`src/rtl/spi_cmd_ctrl.sv`:
```
// rtl/spi_cmd_ctrl.sv - SPI command sequencer: opcode decode, MODE/GPIO registers, soft reset, read responses
//
// Ports:
//   sys_clk   in   system clock, all logic on posedge
//   rst       in   asynchronous active-high reset
//   rx_valid  in   one-cycle strobe, rx_byte holds a complete received byte
//   rx_byte   in   received byte (command or data/dummy)
//   gpio_in   in   sampled GPIO inputs, captured on a GPIO read command
//   tx_byte   out  response byte for the shifter
//   tx_load   out  one-cycle strobe: shifter loads tx_byte
//   mode      out  MODE register
//   gpio_out  out  GPIO output register
//   soft_rst  out  soft-reset pulse to the rest of the design
//   busy      out  high while a transaction or soft-reset pulse is in progress
//   err       out  sticky error flag, cleared by a STATUS read or soft reset

module spi_cmd_ctrl #(
    parameter int unsigned TIMEOUT_CYCLES   = 1023,
    parameter int unsigned RST_PULSE_CYCLES = 4,
    parameter logic [7:0]  MODE_RESET       = 8'h00,
    parameter logic [7:0]  GPIO_RESET       = 8'h00
) (
    input  logic       sys_clk,
    input  logic       rst,
    input  logic       rx_valid,
    input  logic [7:0] rx_byte,
    input  logic [7:0] gpio_in,
    output logic [7:0] tx_byte,
    output logic       tx_load,
    output logic [7:0] mode,
    output logic [7:0] gpio_out,
    output logic       soft_rst,
    output logic       busy,
    output logic       err
);

    typedef enum logic [1:0] {
        IDLE   = 2'd0,
        WDATA  = 2'd1,
        RDUMMY = 2'd2,
        SRST   = 2'd3
    } state_t;

    localparam logic [3:0] OP_RESET   = 4'h0;
    localparam logic [3:0] OP_MODE_WR = 4'h1;
    localparam logic [3:0] OP_MODE_RD = 4'h2;
    localparam logic [3:0] OP_GPIO_WR = 4'hB;
    localparam logic [3:0] OP_GPIO_RD = 4'hC;
    localparam logic [3:0] OP_STATUS  = 4'hF;

    // The counter value after the last quiet cycle that is still tolerated;
    // one more quiet cycle makes it reach TIMEOUT_CYCLES and aborts.
    localparam logic [15:0] TIMEOUT_LAST = 16'(TIMEOUT_CYCLES - 1);
    localparam logic [3:0]  PULSE_LAST   = 4'(RST_PULSE_CYCLES - 1);

    state_t      state;
    logic [3:0]  op;
    logic [15:0] to_cnt;
    logic [3:0]  pulse_cnt;

    logic [3:0]  cmd_op;
    logic        cmd_is_write;
    logic        cmd_is_read;
    logic        to_expire;

    always_comb begin
        cmd_op       = rx_byte[3:0];
        cmd_is_write = (cmd_op == OP_RESET) || (cmd_op == OP_MODE_WR) ||
                       (cmd_op == OP_GPIO_WR);
        cmd_is_read  = (cmd_op == OP_MODE_RD) || (cmd_op == OP_GPIO_RD) ||
                       (cmd_op == OP_STATUS);
        to_expire    = (to_cnt == TIMEOUT_LAST);
    end

    assign busy = (state != IDLE);

    always_ff @(posedge sys_clk or posedge rst) begin
        if (rst) begin
            state     <= IDLE;
            op        <= OP_RESET;
            to_cnt    <= '0;
            pulse_cnt <= '0;
            mode      <= MODE_RESET;
            gpio_out  <= GPIO_RESET;
            tx_byte   <= 8'h00;
            tx_load   <= 1'b0;
            soft_rst  <= 1'b0;
            err       <= 1'b0;
        end else begin
            tx_load <= 1'b0;

            case (state)
                IDLE: begin
                    if (rx_valid) begin
                        if (!rx_byte[7]) begin
                            // Data byte with no command in front of it.
                            err <= 1'b1;
                        end else if (cmd_is_write) begin
                            state  <= WDATA;
                            op     <= cmd_op;
                            to_cnt <= '0;
                        end else if (cmd_is_read) begin
                            state   <= RDUMMY;
                            to_cnt  <= '0;
                            tx_load <= 1'b1;
                            case (cmd_op)
                                OP_MODE_RD: tx_byte <= mode;
                                OP_GPIO_RD: tx_byte <= gpio_in;
                                default: begin
                                    // STATUS: report the flag and clear it on the
                                    // same edge, so an error raised later is not lost.
                                    tx_byte <= {err, 3'b000, state, 2'b00};
                                    err     <= 1'b0;
                                end
                            endcase
                        end else begin
                            err <= 1'b1;
                        end
                    end
                end

                WDATA: begin
                    // A byte arriving on the expiry cycle still counts as data.
                    if (rx_valid) begin
                        state <= IDLE;
                        case (op)
                            OP_MODE_WR: mode     <= rx_byte;
                            OP_GPIO_WR: gpio_out <= rx_byte;
                            default: begin
                                if (rx_byte == 8'h00) begin
                                    state     <= SRST;
                                    soft_rst  <= 1'b1;
                                    pulse_cnt <= PULSE_LAST;
                                    mode      <= MODE_RESET;
                                    gpio_out  <= GPIO_RESET;
                                    err       <= 1'b0;
                                end else begin
                                    err <= 1'b1;
                                end
                            end
                        endcase
                    end else if (to_expire) begin
                        state <= IDLE;
                        err   <= 1'b1;
                    end else begin
                        to_cnt <= to_cnt + 16'd1;
                    end
                end

                RDUMMY: begin
                    if (rx_valid) begin
                        state <= IDLE;
                    end else if (to_expire) begin
                        state <= IDLE;
                        err   <= 1'b1;
                    end else begin
                        to_cnt <= to_cnt + 16'd1;
                    end
                end

                SRST: begin
                    // Received bytes are dropped for the whole pulse.
                    if (pulse_cnt == 4'd0) begin
                        soft_rst <= 1'b0;
                        state    <= IDLE;
                    end else begin
                        pulse_cnt <= pulse_cnt - 4'd1;
                    end
                end

                default: begin
                    state    <= IDLE;
                    soft_rst <= 1'b0;
                end
            endcase
        end
    end

endmodule

```
`config.mk`:
```
export PLATFORM = sky130hd
export DESIGN_NAME = spi_cmd_ctrl
export DESIGN_NICKNAME = d
export VERILOG_FILES = /design/src/rtl/spi_cmd_ctrl.sv
export SDC_FILE = /design/constraint.sdc
export NUM_CORES = 1
export LEC_CHECK = 0
export BUFFER_PORTS_ARGS = -buffer_cell sky130_fd_sc_hd__buf_4
export CAP_MARGIN = 15
export CELL_PAD_IN_SITES_DETAIL_PLACEMENT = 1
export CELL_PAD_IN_SITES_GLOBAL_PLACEMENT = 1
export CORE_ASPECT_RATIO = 1.4
export CORE_MARGIN = 4
export CORE_UTILIZATION = 47
export DETAILED_ROUTE_END_ITERATION = 6
export PLACE_DENSITY = 0.85
export SLEW_MARGIN = 30
export SYNTH_ARGS = -nofsm -noshare
export SYNTH_HDL_FRONTEND = slang
export SYNTH_SLANG_ARGS = --single-unit
```
`constraint.sdc`:
```
create_clock -name sys_clk -period 4.7 [get_ports sys_clk]
set_input_delay 0.94 -clock sys_clk [delete_from_list [all_inputs] [get_ports sys_clk]]
set_output_delay 0.94 -clock sys_clk [all_outputs]
set_load 0.02 [all_outputs]
```
==> run metrics, run 1 <==
status=complete, no violations; CP endpoint kind=flip-flop; post-route ant nets=0; largest net degree at the start of global routing=54; clk_lat worst skew=about 0.31 ns; r2r startpoint=to_cnt[11]$_DFFE_PP0P_; Post-CTS Setup Inserts=0; global-route wire length before repair=around 12 mm; Critical Setup Path Class=in -> reg; number of flops mapped to enable cells by yosys=0; Hold-fix buffers, CTS=0; Hold Path Class=reg -> reg; Fmax achieved=380 MHz; post-synthesis register bit count=53; CP Launch Type=input pin; max cap viols=0; post-route cell area=3380 sq um; starting density of the core=0.489; RSZ-0062 raised after global routing=no; initial antenna violation count=0; Max Slew Vio Count=0; maximum VDD drop=0.223 mV; WP data arrival=between 2 and 3 ns; setup TNS=0 ns; Core Area=~6000 sq um; Avg Cell Area, Syn=9.59 sq um; IO buf count=46; hold_ws=0.518 ns; routed length per instance=17.3 um; total number of H-tree levels=2; Mapped Cells=303; Distinct cells, synth=58; GP Congestion=around 0.75; Routed WL=7.19 mm; GRT Total Usage=0.209; dominant cell type by area after synthesis=dfrtp_1; row cnt=33; post_cts resized=0; total chip power=1.58 mW; placed cell area=between 3000 and 4000 sq um; Rel. slew slack=0.433; Initial DRC Count=88; Seq/Total Area, Yosys=0.457; post-synth top area share=0.457; Synth area leaders=dfrtp_1 46%, nand3_1 4.3%, ha_1 3.9%; Worst-path clk slew=about 0.09 ns; Worst Skew=0.00845 ns; Critical Path Source=rx_byte[7]; Horiz. Die Dim=74.4 um; YS warnings=0; final hold vios=0; worst r2r path cells=5; cell area after synthesis=2910 sq um; crit path to=gpio_out[7]$_DFFE_PP0P_; ys flop type=dfrtp_1; Worst Path Max Fanout=16; CTS tree=done; final setup fails=0; Inserted Diodes=0; die extent in y=101 um; layout cells sized above 1=0.214; PwrDens=467 nW/um^2; Tcrit/Tclk final=0.560; asr flop ratio synth=1.00; Worst R2R End=to_cnt[1]$_DFFE_PP0P_; drt pass-1 iters=4; Sink Count=53; fin nets=between 300 and 400; Leak=~1.5 nW; FF-to-FF setup slack=2.14 ns; via count=2417; die area=~7500 sq um; root buf cell=clkbuf_8; Tightest Pin Transition=0.850 ns; number of buffers created by CTS=5; post-route minimum period=approximately 2.6 ns; Layout area overhead=16.2%; DR DRC count=0; Worst Path Required=4.92 ns; vias per cell=5.82; vias in the first global route=2593; I/O pin count=47; Clock Tree Buf Depth=2; half-perimeter wire length after placement=5.42 mm; Post-Syn Nets=331; gr ovfl total=0
-- cells by family (layout without fill, tap and decap cells) --
group           Yosys count  in the layout  synth area share
simple gates            107            107             0.205
flops                    53             53             0.457
buf+inv                  41             83            0.0568
mux                       7              7            0.0258
xor+xnor                 12             12            0.0362
compound gates           74             74             0.181
fa+ha+maj                 9              9            0.0388
-- synthesized netlist by cell type (2+ instances only) --
library cell  instances
xnor2_1              11
and3_1                2
mux2i_1               3
a31oi_1               5
nor3_1                6
nand3_1              25
dfrtp_1              53
inv_1                28
and4bb_2              2
o31ai_1               3
o22ai_1               2
nor4_1                5
a211oi_2              3
o21ai_0              21
nand2b_1              2
a21oi_1              13
a22oi_1               6
or3_1                 2
nand2_1              13
a222oi_1              3
nor2_1               27
clkbuf_1              3
nand4_1               2
buf_2                 9
and4_1                2
mux2_2                3
ha_1                  9
nor2b_1               4
nand3b_1              2
nor3b_1               2
a211oi_1              5
-- flip-flops by register name (all words and copies together) (netlist names) --
name	flops
err	1
mode	8
gpio_out	8
to_cnt	16
state	2
pulse_cnt	4
tx_load	1
soft_rst	1
tx_byte	8
op	4
-- report_power, final --
| group | internal (mW) | switching (mW) |
|---|---|---|
| clock network | 0.104 | 0.145 |
| logic | 0.276 | 0.388 |
| registers | 0.568 | 0.0947 |
| total | 0.948 | 0.628 |
-- through the flow --
stage / util / worst slack [ns] / std cells
2_1_floorplan: - / 2.24 / 303
3_3_place_gp: 0.553 / 1.70 / 407
3_5_place_dp: 0.554 / 1.77 / 407
4_1_cts: 0.568 / 2.03 / 415
5_1_grt: 0.568 / 1.81 / 415
6_report: 0.568 / 2.07 / 415
-- routing by layer --
layer  global-route usage  vias to the layer above  share of wire
met2                0.383                       50           0.56
met5                    0                        -              0
li1                     -                     1156              -
met3               0.0389                       11          0.034
met4               0.0658                        0          0.018
met1                0.238                     1200           0.39
-- layout make-up --
type / instances / area [sq um]
inverter: 28 / 105
timing repair buffer: 47 / 353
sequential: 53 / 1330
clock buffer: 6 / 72.6
clock inverter: 2 / 10.0
tap: 70 / 87.6
fill: 708 / 2570
multi-input combinational: 209 / 1420
-- critical path, cell delays in order --
cell and delay [ns]:
buf_4 0.14, nor4_1 0.40, nand2_1 0.27, a211oi_2 0.76
nand3_1 0.21, o21ai_0 0.12
-- cell usage in the layout (no fill, tap or decap), types with 4 or more instances in the layout --
cell type	Yosys	layout
nor4_1	5	5
a22oi_1	6	6
nor3_1	6	6
o21ai_0	21	21
nor2b_1	4	4
clkbuf_8	0	5
a21oi_1	13	13
a211oi_1	5	5
buf_4	0	47
dfrtp_1	53	53
nand3_1	25	25
ha_1	9	9
a31oi_1	5	5
nor2_1	27	27
nand2_1	13	13
xnor2_1	11	11
inv_1	28	27
-- worst min path at each step --
stage | cells past startpoint | slack [ns] | endpoint | from
finish | 2 | 0.52 | soft_rst$_DFFE_PP0P_ | soft_rst$_DFFE_PP0P_
global route | 1 | 0.57 | to_cnt[2]$_DFFE_PP0P_ | to_cnt[2]$_DFFE_PP0P_
detailed placement | 2 | 0.52 | soft_rst$_DFFE_PP0P_ | soft_rst$_DFFE_PP0P_
global placement | 2 | 0.49 | soft_rst$_DFFE_PP0P_ | soft_rst$_DFFE_PP0P_
CTS | 1 | 0.54 | to_cnt[2]$_DFFE_PP0P_ | to_cnt[2]$_DFFE_PP0P_
floorplan | 1 | 0.46 | to_cnt[2]$_DFFE_PP0P_ | to_cnt[2]$_DFFE_PP0P_
Power figures use the tool's default switching activity.
==> run 2: changes to the inputs <==
--- a/config.mk
+++ b/config.mk
@@ -5,15 +5,16 @@
 export SDC_FILE = /design/constraint.sdc
 export NUM_CORES = 1
 export LEC_CHECK = 0
+export ABC_AREA = 1
 export BUFFER_PORTS_ARGS = -buffer_cell sky130_fd_sc_hd__buf_4
 export CAP_MARGIN = 15
 export CELL_PAD_IN_SITES_DETAIL_PLACEMENT = 1
 export CELL_PAD_IN_SITES_GLOBAL_PLACEMENT = 1
 export CORE_ASPECT_RATIO = 1.4
 export CORE_MARGIN = 4
-export CORE_UTILIZATION = 47
+export CORE_UTILIZATION = 42
 export DETAILED_ROUTE_END_ITERATION = 6
-export PLACE_DENSITY = 0.85
+export PLACE_DENSITY = 0.79
 export SLEW_MARGIN = 30
 export SYNTH_ARGS = -nofsm -noshare
 export SYNTH_HDL_FRONTEND = slang
==> constraint.sdc (replaced) <==
create_clock -name sys_clk -period 2.5 [get_ports sys_clk]
set_input_delay 0.5 -clock sys_clk [delete_from_list [all_inputs] [get_ports sys_clk]]
set_output_delay 0.5 -clock sys_clk [all_outputs]
set_load 0.02 [all_outputs]
==> run metrics, run 2 <==
status=complete, no violations; Critical Setup Path Class=reg -> out; top-count cell post-synth=nand2_1; Worst Path Max Fanout=6; commonest non-fill, non-tap cell in the layout=nand2_1; root buf cell=clkbuf_8; CTS tree=done; number of flops mapped to enable cells by yosys=0; Avg Cell Area, Syn=around 7.7 sq um; Distinct cells, synth=39; max cap viols=0; maximum VDD drop=0.449 mV; post-route ant nets=0; Worst Skew=0.0123 ns; Seq/Total Area, Yosys=0.394; GRT Total Usage=0.193; post_cts resized=0; DR DRC count=0; vias per cell=5.03; Synth top cells by count=120 x nand2_1, 53 x dfrtp_1, 43 x nor2_1, 38 x nand3_1, 35 x inv_1; half-perimeter wire length after placement=6.56 mm; RSZ-0062 raised after global routing=no; Initial DRC Count=56; asr flop ratio synth=1.00; post-synthesis register bit count=53; Post-CTS Setup Inserts=0; GP Congestion=0.783; routed length per instance=14.7 um; Hold Path Class=in -> async; ys flop type=dfrtp_1; dominant cell type by area after synthesis=dfrtp_1; Post-Syn Nets=465; I/O pin count=47; Synth area leaders=dfrtp_1 39%, nand2_1 13%, nand3_1 5.7%; Routed WL=~8.6 mm; Max Slew Vio Count=0; die extent in y=114 um; starting density of the core=0.431; die area=about 9500 sq um; Critical Path Max Stage Delay=0.44 ns; post-route insts no fill=583; cell area after synthesis=3360 sq um; Hold-fix buffers, CTS=0; gr ovfl total=0; drt pass-1 iters=4; Layout area overhead=14.8%; Worst-path clk slew=~0.11 ns; row cnt=38; Clock Tree Buf Depth=2; Tcrit/Tclk final=0.854; worst path cell trace=inv_1, ha_1, inv_1, buf_4; layout cells sized above 1=0.230; fin nets=510; clk_lat worst skew=between 0.3 and 0.4 ns; final hold vios=0; Mapped Cells=between 400 and 500; CP max stage cell=dfrtp_1; total number of H-tree levels=2; Sink Count=53; final setup fails=0; CP Launch Type=flip-flop; hold_ws=0.165 ns; vias in the first global route=3290; YS warnings=0; Tightest Pin Transition=0.444 ns; Inserted Diodes=0; Horiz. Die Dim=83.6 um; Fmax achieved=between 400 and 500 MHz; Largest Register=to_cnt; Rel. slew slack=0.703; Worst Path Required=2.00 ns; initial antenna violation count=0; Leak=1.97 nW; IO buf count=46; number of buffers created by CTS=5; Largest register FFs=16; PwrDens=932 nW/um^2; WP data arrival=1.64 ns; CP endpoint kind=output port; post-route minimum period=2.14 ns; global-route wire length before repair=15.2 mm; via count=~2900; Placed Cells=575; most frequent cells in the layout=120 x nand2_1, 53 x dfrtp_1, 47 x buf_4; setup TNS=0 ns; Core Area=7800 sq um; post-synth top area share=0.394; CP most frequent cell=inv_1; largest net degree at the start of global routing=37
-- run 2: cell count changes after synthesis, sizes merged, moves of 8 or more --
cell and delta:
nand3 +15, xnor2 -9, nand2 +136, a211oi -8, xor2 +9, inv +13
o21ai +16, nor2 +26
-- run 2: critical path: cells and delay by family (launching register included) --
kind,cells,cell delay (ns)
DFF,1,0.44
buffers and inverters,3,0.55
adders and majority gates,1,0.33
-- run 2: path summary, 6_finish.rpt --
check	cells after the start	startpoint	slack [ns]	to
worst max-delay path	4	state[1]$_DFFE_PP0P_	0.36	busy
min in group sys_clk	3	rx_byte[6]	0.42	gpio_out[6]$_DFFE_PP0P_
worst max register to register	9	state[1]$_DFFE_PP0P_	0.44	state[0]$_DFFE_PP0P_
max in group asynchronous	3	rst	1.78	to_cnt[3]$_DFFE_PP0P_
worst min-delay path	2	rst	0.16	soft_rst$_DFFE_PP0P_
worst min register to register	2	tx_byte[6]$_DFFE_PP0P_	0.48	tx_byte[6]$_DFFE_PP0P_
-- run 2: cells by family (layout without fill, tap and decap cells) --
| logic type | count (synthesis) | in the layout | synth area share |
|---|---|---|---|
| flip-flops | 53 | 53 | 0.394 |
| XOR/XNOR | 12 | 12 | 0.0312 |
| AO/OA/AOI/OAI | 53 | 53 | 0.0859 |
| adder cells (fa/ha/maj) | 9 | 9 | 0.0335 |
| buffers and inverters | 54 | 100 | 0.0815 |
| AND/OR/NAND/NOR | 256 | 256 | 0.374 |
-- run 2: per-stage QoR --
stage / utilization / setup slack (ns) / power (mW) / area [sq um]
final: 0.495 / 0.365 / 3.60 / 3860
after global routing: 0.495 / 0.277 / 3.90 / 3860
after CTS: 0.495 / 0.370 / 3.66 / 3860
after detailed placement: 0.482 / 0.358 / 3.10 / 3760
after global placement: 0.482 / 0.414 / 3.06 / 3760
after floorplan: - / 0.714 / 2.60 / 3360
-- run 2: area by class of cell --
class / instances / area [sq um]
Clock buffer: 6 / 82.6
Clock inverter: 2 / 17.5
Fill cell: 1014 / 3940
Inverter: 44 / 173
Multi-Input combinational cell: 330 / 1760
Sequential cell: 53 / 1330
Tap cell: 100 / 125
Timing Repair Buffer: 48 / 373
-- run 2: where the power goes --
group          switching (mW)  internal, mW  total [mW]
logic                    1.22         0.627        1.85
registers               0.145          1.07        1.21
clock network           0.309         0.231       0.540
total                    1.67          1.93        3.60
-- run 2: routing by layer --
metal  global-route usage  vias up  share of wire
li1                     -     1471              -
met1                0.216     1420           0.40
met2                0.372       36           0.55
met3               0.0361        7          0.033
met4               0.0461        0          0.011
met5                    0        -              0
